===== src/rtl/adc_pkg.sv =====
// Shared constants and FSM state type for the ADC sample packer.
// The TRAILER state exists only when ADC_PACKER_CHECKSUM_EN is defined.
package adc_pkg;

    localparam int WORD_W   = 32;
    localparam int SAMPLE_W = 16;

    localparam logic [15:0] HEADER_MARK  = 16'hA5A5;
    localparam logic [15:0] TRAILER_MARK = 16'h5A5A;

    typedef enum logic [2:0] {
        ST_IDLE,
        ST_HEADER,
        ST_PACK_LO,
`ifdef ADC_PACKER_CHECKSUM_EN
        ST_PACK_HI,
        ST_TRAILER
`else
        ST_PACK_HI
`endif
    } state_t;

endpackage


===== src/rtl/adc_word_fifo.sv =====
// First-word-fall-through word FIFO with occupancy output.
// A write into a full FIFO is accepted only if a read happens in the same cycle.
module adc_word_fifo #(
    parameter int DEPTH = 16,
    parameter int WIDTH = 32,
    localparam int AW   = $clog2(DEPTH),
    localparam int LW   = AW + 1
) (
    input  logic             clk,
    input  logic             rst,
    input  logic             wr_en,
    input  logic [WIDTH-1:0] wr_data,
    input  logic             rd_en,
    output logic [WIDTH-1:0] rd_data,
    output logic             valid,
    output logic             drop,
    output logic [LW-1:0]    level
);

    logic [WIDTH-1:0] mem [DEPTH];
    logic [LW-1:0]    wr_ptr;
    logic [LW-1:0]    rd_ptr;
    logic             full;
    logic             rd_fire;
    logic             wr_fire;

    // Pointers carry one extra wrap bit so full and empty are distinguishable.
    assign level   = wr_ptr - rd_ptr;
    assign valid   = (level != '0);
    assign full    = (level == LW'(DEPTH));
    assign rd_fire = rd_en & valid;
    assign wr_fire = wr_en & (~full | rd_fire);
    assign drop    = wr_en & full & ~rd_fire;
    assign rd_data = valid ? mem[rd_ptr[AW-1:0]] : '0;

    always_ff @(posedge clk or posedge rst) begin
        if (rst) begin
            wr_ptr <= '0;
            rd_ptr <= '0;
        end else begin
            if (wr_fire) wr_ptr <= wr_ptr + 1'b1;
            if (rd_fire) rd_ptr <= rd_ptr + 1'b1;
        end
    end

    always_ff @(posedge clk) begin
        if (wr_fire) mem[wr_ptr[AW-1:0]] <= wr_data;
    end

endmodule


===== src/rtl/adc_sample_packer.sv =====
// Packs pairs of 16-bit ADC samples into 32-bit words framed by a header
// (and a checksum trailer when ADC_PACKER_CHECKSUM_EN is defined).
module adc_sample_packer
    import adc_pkg::*;
#(
    parameter int FRAME_SAMPLES = 256,
    parameter int FIFO_DEPTH    = 16,
    localparam int LW           = $clog2(FIFO_DEPTH) + 1
) (
    input  logic                clk_adc,
    input  logic                rst,
    input  logic                enable_i,
    input  logic [SAMPLE_W-1:0] sample_i,
    input  logic                sample_valid_i,
    output logic [WORD_W-1:0]   word_o,
    output logic                word_valid_o,
    input  logic                word_ready_i,
    output logic                frame_busy_o,
    output logic                overflow_o,
    input  logic                overflow_clr_i,
    output logic [LW-1:0]       fifo_level_o
);

    localparam logic [15:0] LAST_IDX = 16'(FRAME_SAMPLES - 1);

    state_t              state;
    state_t              next_state;
    logic [15:0]         frame_cnt;
    logic [15:0]         sample_cnt;
    logic [SAMPLE_W-1:0] low_half;
    logic                fifo_wr;
    logic [WORD_W-1:0]   fifo_data;
    logic                fifo_drop;
    logic                last_sample;

`ifdef ADC_PACKER_CHECKSUM_EN
    logic [SAMPLE_W-1:0] checksum;
`endif

    assign last_sample  = (sample_cnt == LAST_IDX);
    assign frame_busy_o = (state != ST_IDLE);

    always_comb begin
        next_state = state;
        fifo_wr    = 1'b0;
        fifo_data  = '0;
        case (state)
            ST_IDLE: begin
                if (enable_i) next_state = ST_HEADER;
            end
            ST_HEADER: begin
                fifo_wr    = 1'b1;
                fifo_data  = {HEADER_MARK, frame_cnt};
                next_state = ST_PACK_LO;
            end
            ST_PACK_LO: begin
                if (sample_valid_i) next_state = ST_PACK_HI;
            end
            ST_PACK_HI: begin
                if (sample_valid_i) begin
                    fifo_wr   = 1'b1;
                    fifo_data = {sample_i, low_half};
                    if (last_sample) begin
`ifdef ADC_PACKER_CHECKSUM_EN
                        next_state = ST_TRAILER;
`else
                        next_state = ST_IDLE;
`endif
                    end else begin
                        next_state = ST_PACK_LO;
                    end
                end
            end
`ifdef ADC_PACKER_CHECKSUM_EN
            ST_TRAILER: begin
                fifo_wr    = 1'b1;
                fifo_data  = {TRAILER_MARK, checksum};
                next_state = ST_IDLE;
            end
`endif
            default: next_state = ST_IDLE;
        endcase
    end

    // enable_i is only looked at in IDLE, so dropping it mid-frame has no effect.
    always_ff @(posedge clk_adc or posedge rst) begin
        if (rst) begin
            state      <= ST_IDLE;
            frame_cnt  <= '0;
            sample_cnt <= '0;
            low_half   <= '0;
        end else begin
            state <= next_state;
            if (state == ST_HEADER) frame_cnt <= frame_cnt + 16'd1;
            if (state == ST_PACK_LO && sample_valid_i) begin
                low_half   <= sample_i;
                sample_cnt <= sample_cnt + 16'd1;
            end
            if (state == ST_PACK_HI && sample_valid_i)
                sample_cnt <= last_sample ? 16'd0 : sample_cnt + 16'd1;
        end
    end

`ifdef ADC_PACKER_CHECKSUM_EN
    always_ff @(posedge clk_adc or posedge rst) begin
        if (rst) begin
            checksum <= '0;
        end else if (state == ST_HEADER) begin
            checksum <= '0;
        end else if ((state == ST_PACK_LO || state == ST_PACK_HI) && sample_valid_i) begin
            checksum <= checksum ^ sample_i;
        end
    end
`endif

    // A fresh drop outranks a clear request in the same cycle.
    always_ff @(posedge clk_adc or posedge rst) begin
        if (rst) begin
            overflow_o <= 1'b0;
        end else if (fifo_drop) begin
            overflow_o <= 1'b1;
        end else if (overflow_clr_i) begin
            overflow_o <= 1'b0;
        end
    end

    adc_word_fifo #(
        .DEPTH (FIFO_DEPTH),
        .WIDTH (WORD_W)
    ) u_fifo (
        .clk     (clk_adc),
        .rst     (rst),
        .wr_en   (fifo_wr),
        .wr_data (fifo_data),
        .rd_en   (word_ready_i),
        .rd_data (word_o),
        .valid   (word_valid_o),
        .drop    (fifo_drop),
        .level   (fifo_level_o)
    );

endmodule


===== config.mk =====
export PLATFORM = sky130hd
export DESIGN_NAME = adc_sample_packer
export DESIGN_NICKNAME = d
export VERILOG_FILES = /design/src/rtl/adc_pkg.sv /design/src/rtl/adc_word_fifo.sv /design/src/rtl/adc_sample_packer.sv
export SDC_FILE = /design/constraint.sdc
export NUM_CORES = 1
export LEC_CHECK = 0
export CORE_ASPECT_RATIO = 1.4
export CORE_MARGIN = 2
export CORE_UTILIZATION = 35
export CTS_CLUSTER_SIZE = 24
export DETAILED_ROUTE_END_ITERATION = 8
export REMOVE_ABC_BUFFERS = 1
export SYNTH_ARGS = -nofsm -noshare
export SYNTH_HDL_FRONTEND = slang
export SYNTH_SLANG_ARGS = --single-unit

===== constraint.sdc =====
create_clock -name clk_adc -period 9.27 [get_ports clk_adc]
set_input_delay 1.3905 -clock clk_adc [delete_from_list [all_inputs] [get_ports clk_adc]]
set_output_delay 1.3905 -clock clk_adc [all_outputs]
set_load 0.01 [all_outputs]

==> impl_metrics.tcl <==
set metrics [dict create \
    status "finished clean" \
    synth_area_per_cell_sq_um 19.5 \
    grt_use_met3_pct 2.14 \
    slew_violations 0 \
    root_buffer "clkbuf_16" \
    drc 0 \
    start_util_pct 35.5 \
    n_fill_cell 5653 \
    grt_max_degree 66 \
    clock_path_buffers 3 \
    cp_data_arrival_time_ps 4400 \
    grt_usage_pct 16.5 \
    grt_overflow 0 \
    via_per_inst 5.38 \
    die-area_sq_um 67500 \
    crit_path_start_kind "flip-flop" \
    htreeDepth 2 \
    power_per_cell_area_nw_per_um2 313 \
    crit_fanout 43 \
    drt-initial-drc-count 1020 \
    finalWirelength_um 55000 \
    min_period_over_period_pct 62.5 \
    synth_ff_type "edfxtp_1" \
    vias 11500 \
    relSlewSlack_pct 25.6 \
    row_count 110 \
    fin_crit_ps 5790 \
    met2_usage_pct 28.0 \
    core-area_sq_um 64500 \
    die_height_um 307 \
    cts_buffers 51 \
    ctsHoldBuffers 0 \
    setup_viol 0 \
    dpl.cell_count 2050 \
    finClkSkew_ps 19.0 \
    fp.dieW_um 220 \
    synth_top_area_share_pct 67.2 \
    drive_gt1_share_pct 22.2 \
    synth_cells 1174 \
    wl_per_cell_um 25.6 \
    grt_use_met1_pct 22.0 \
    grt_pass1_vias 12200 \
    postCtsResizedCells 0 \
    synth_largest_area_cell "edfxtp_1" \
    insertion_delay_ps 580 \
    maxCapViolCount 0 \
    boundaryPins 62 \
    worstPathRequired_ps 7880 \
    tightest_slew_ps 1120 \
    n_antenna_cell 0 \
    rsz0062_at_grt "false" \
    synth-seq-cells 573 \
    final_antenna_net_count 0 \
    crit_type "flip-flop to output port" \
    ys_seq_area_share_pct 73.8 \
    synth_edf_count 512 \
    gp_congestion 0.773 \
    finalHoldViolCount 0 \
    post-route-worst-setup-slack_ps 3480 \
    max_freq_mhz 173 \
    gr-max-usage-layer "met2" \
    clkSlewWorstSetupHoldPaths_ps 60 \
    port_buffers 61 \
    grt_pass1_wl_um 80500 \
    ir_worst_vdd_mv 0.202 \
    cts_tree "done" \
    yosys_warnings 0 \
    dpl.hpwl_um 28700 \
    dr.pass1.iters 4 \
    synthTopCellsByArea "edfxtp_1 67%, mux4_2 13%, dfrtp_1 6.7%" \
    finalNonFillerCells 2146 \
    nNetsFinal 1297 \
    hp-class "flip-flop to flip-flop" \
    leakagePower_nw 8.76 \
    synthArstFlopShare_pct 10.6 \
    post_cts_buffers 0 \
    antenna_found_initial 0 \
    endpoint_kind "output port" \
    synth_common_cells "512 x edfxtp_1, 128 x mux4_2, 89 x nand2_1" \
    syn2layout_area_growth_pct 14.7 \
    pre_cts_ws_ps 4030 \
    synth_cell_type_count 50 \
    syn_area_sq_um 22900 \
    clkSinkCount 573 \
    synthMostInstantiatedCell "edfxtp_1" \
]
## layer usage
| layer | routed length, um | share of wire, % |
|---|---|---|
| met2 | 27800 | 51 |
| met1 | 22900 | 42 |
| met5 | 0 | 0 |
| met4 | 1530 | 2.8 |
| met3 | 2740 | 5.0 |
## through the flow
step	instance area, sq um	total power (W)	TNS, ps	util (%)	hold WS, ps
after floorplan	22600	0.00517	-319770	-	446
after global placement	24600	0.00620	0	38.1	470
after detailed placement	24600	0.00624	0	38.1	472
after CTS	26300	0.00833	0	40.7	484
after global routing	26300	0.00860	0	40.7	495
final	26300	0.00821	0	40.7	482
## registers in the layout, indices dropped and copies added (netlist names)
signal and flops:
u_fifo.mem 512, frame_cnt 16, u_fifo.wr_ptr 5, overflow_o 1, state 2, low_half 16, sample_cnt 16, u_fifo.rd_ptr 5
## path summary, 6_finish.rpt
kind | endpoint | cells past startpoint | slack, ps | from
worst max-delay path | word_o[0] | 9 | 3480 | u_fifo.rd_ptr[1]
min in group asynchronous | sample_cnt[6] | 3 | 1390 | rst
worst min register to register | sample_cnt[15] | 1 | 480 | sample_cnt[15]
max in group asynchronous | u_fifo.rd_ptr[1] | 3 | 7230 | rst
worst max register to register | u_fifo.mem[10][20] | 9 | 4500 | u_fifo.rd_ptr[0]
worst min-delay path | sample_cnt[15] | 1 | 480 | sample_cnt[15]
## final cells by class
| class | instances | area [sq um] | area share (%) |
|---|---|---|---|
| Sequential cell | 573 | 16900 | 64.4 |
| Multi-Input combinational cell | 516 | 5670 | 21.6 |
| Clock buffer | 65 | 1370 | 5.22 |
| Tap cell | 840 | 1050 | 4.00 |
| Timing Repair Buffer | 99 | 896 | 3.41 |
| Clock inverter | 31 | 274 | 1.04 |
| Inverter | 22 | 82.6 | 0.315 |
## layout by cell type (no fill, tap or decap), types with 31 or more instances in the layout
cell	count
xnor2_1	31
clkdlybuf4s50_1	61
mux2i_1	33
buf_4	38
a211oi_1	32
edfxtp_1	512
mux4_2	128
dfrtp_1	57
nand2_1	89
clkbuf_16	52
and3_1	37
## critical path: stages (launching register included)
cell             delay (ps)
dfrtp_4                 840
clkinv_1                260
buf_4                   390
ha_1                    300
a21oi_1                 260
nand4b_1                240
a211oi_4                270
buf_4                   530
a211oi_1                170
clkdlybuf4s50_1         530
## power by group
part | internal (W) | total (W) | switching [W]
combinational | 0.00129 | 0.00274 | 0.00145
clock | 0.00116 | 0.00209 | 0.000927
sequential | 0.00317 | 0.00338 | 0.000212
total | 0.00562 | 0.00821 | 0.00259
## cells by family (layout without fill, tap and decap cells)
kind of cell / Yosys count / in the layout / synth area share, %
flip-flops: 573 / 573 / 73.8
AND/OR/NAND/NOR: 213 / 213 / 4.67
multiplexers: 180 / 180 / 15.0
buffers and inverters: 85 / 217 / 1.77
AO/OA/AOI/OAI: 71 / 71 / 2.52
XOR/XNOR: 40 / 40 / 1.53
adder cells (fa/ha/maj): 12 / 12 / 0.689
Power figures use the tool's default switching activity.
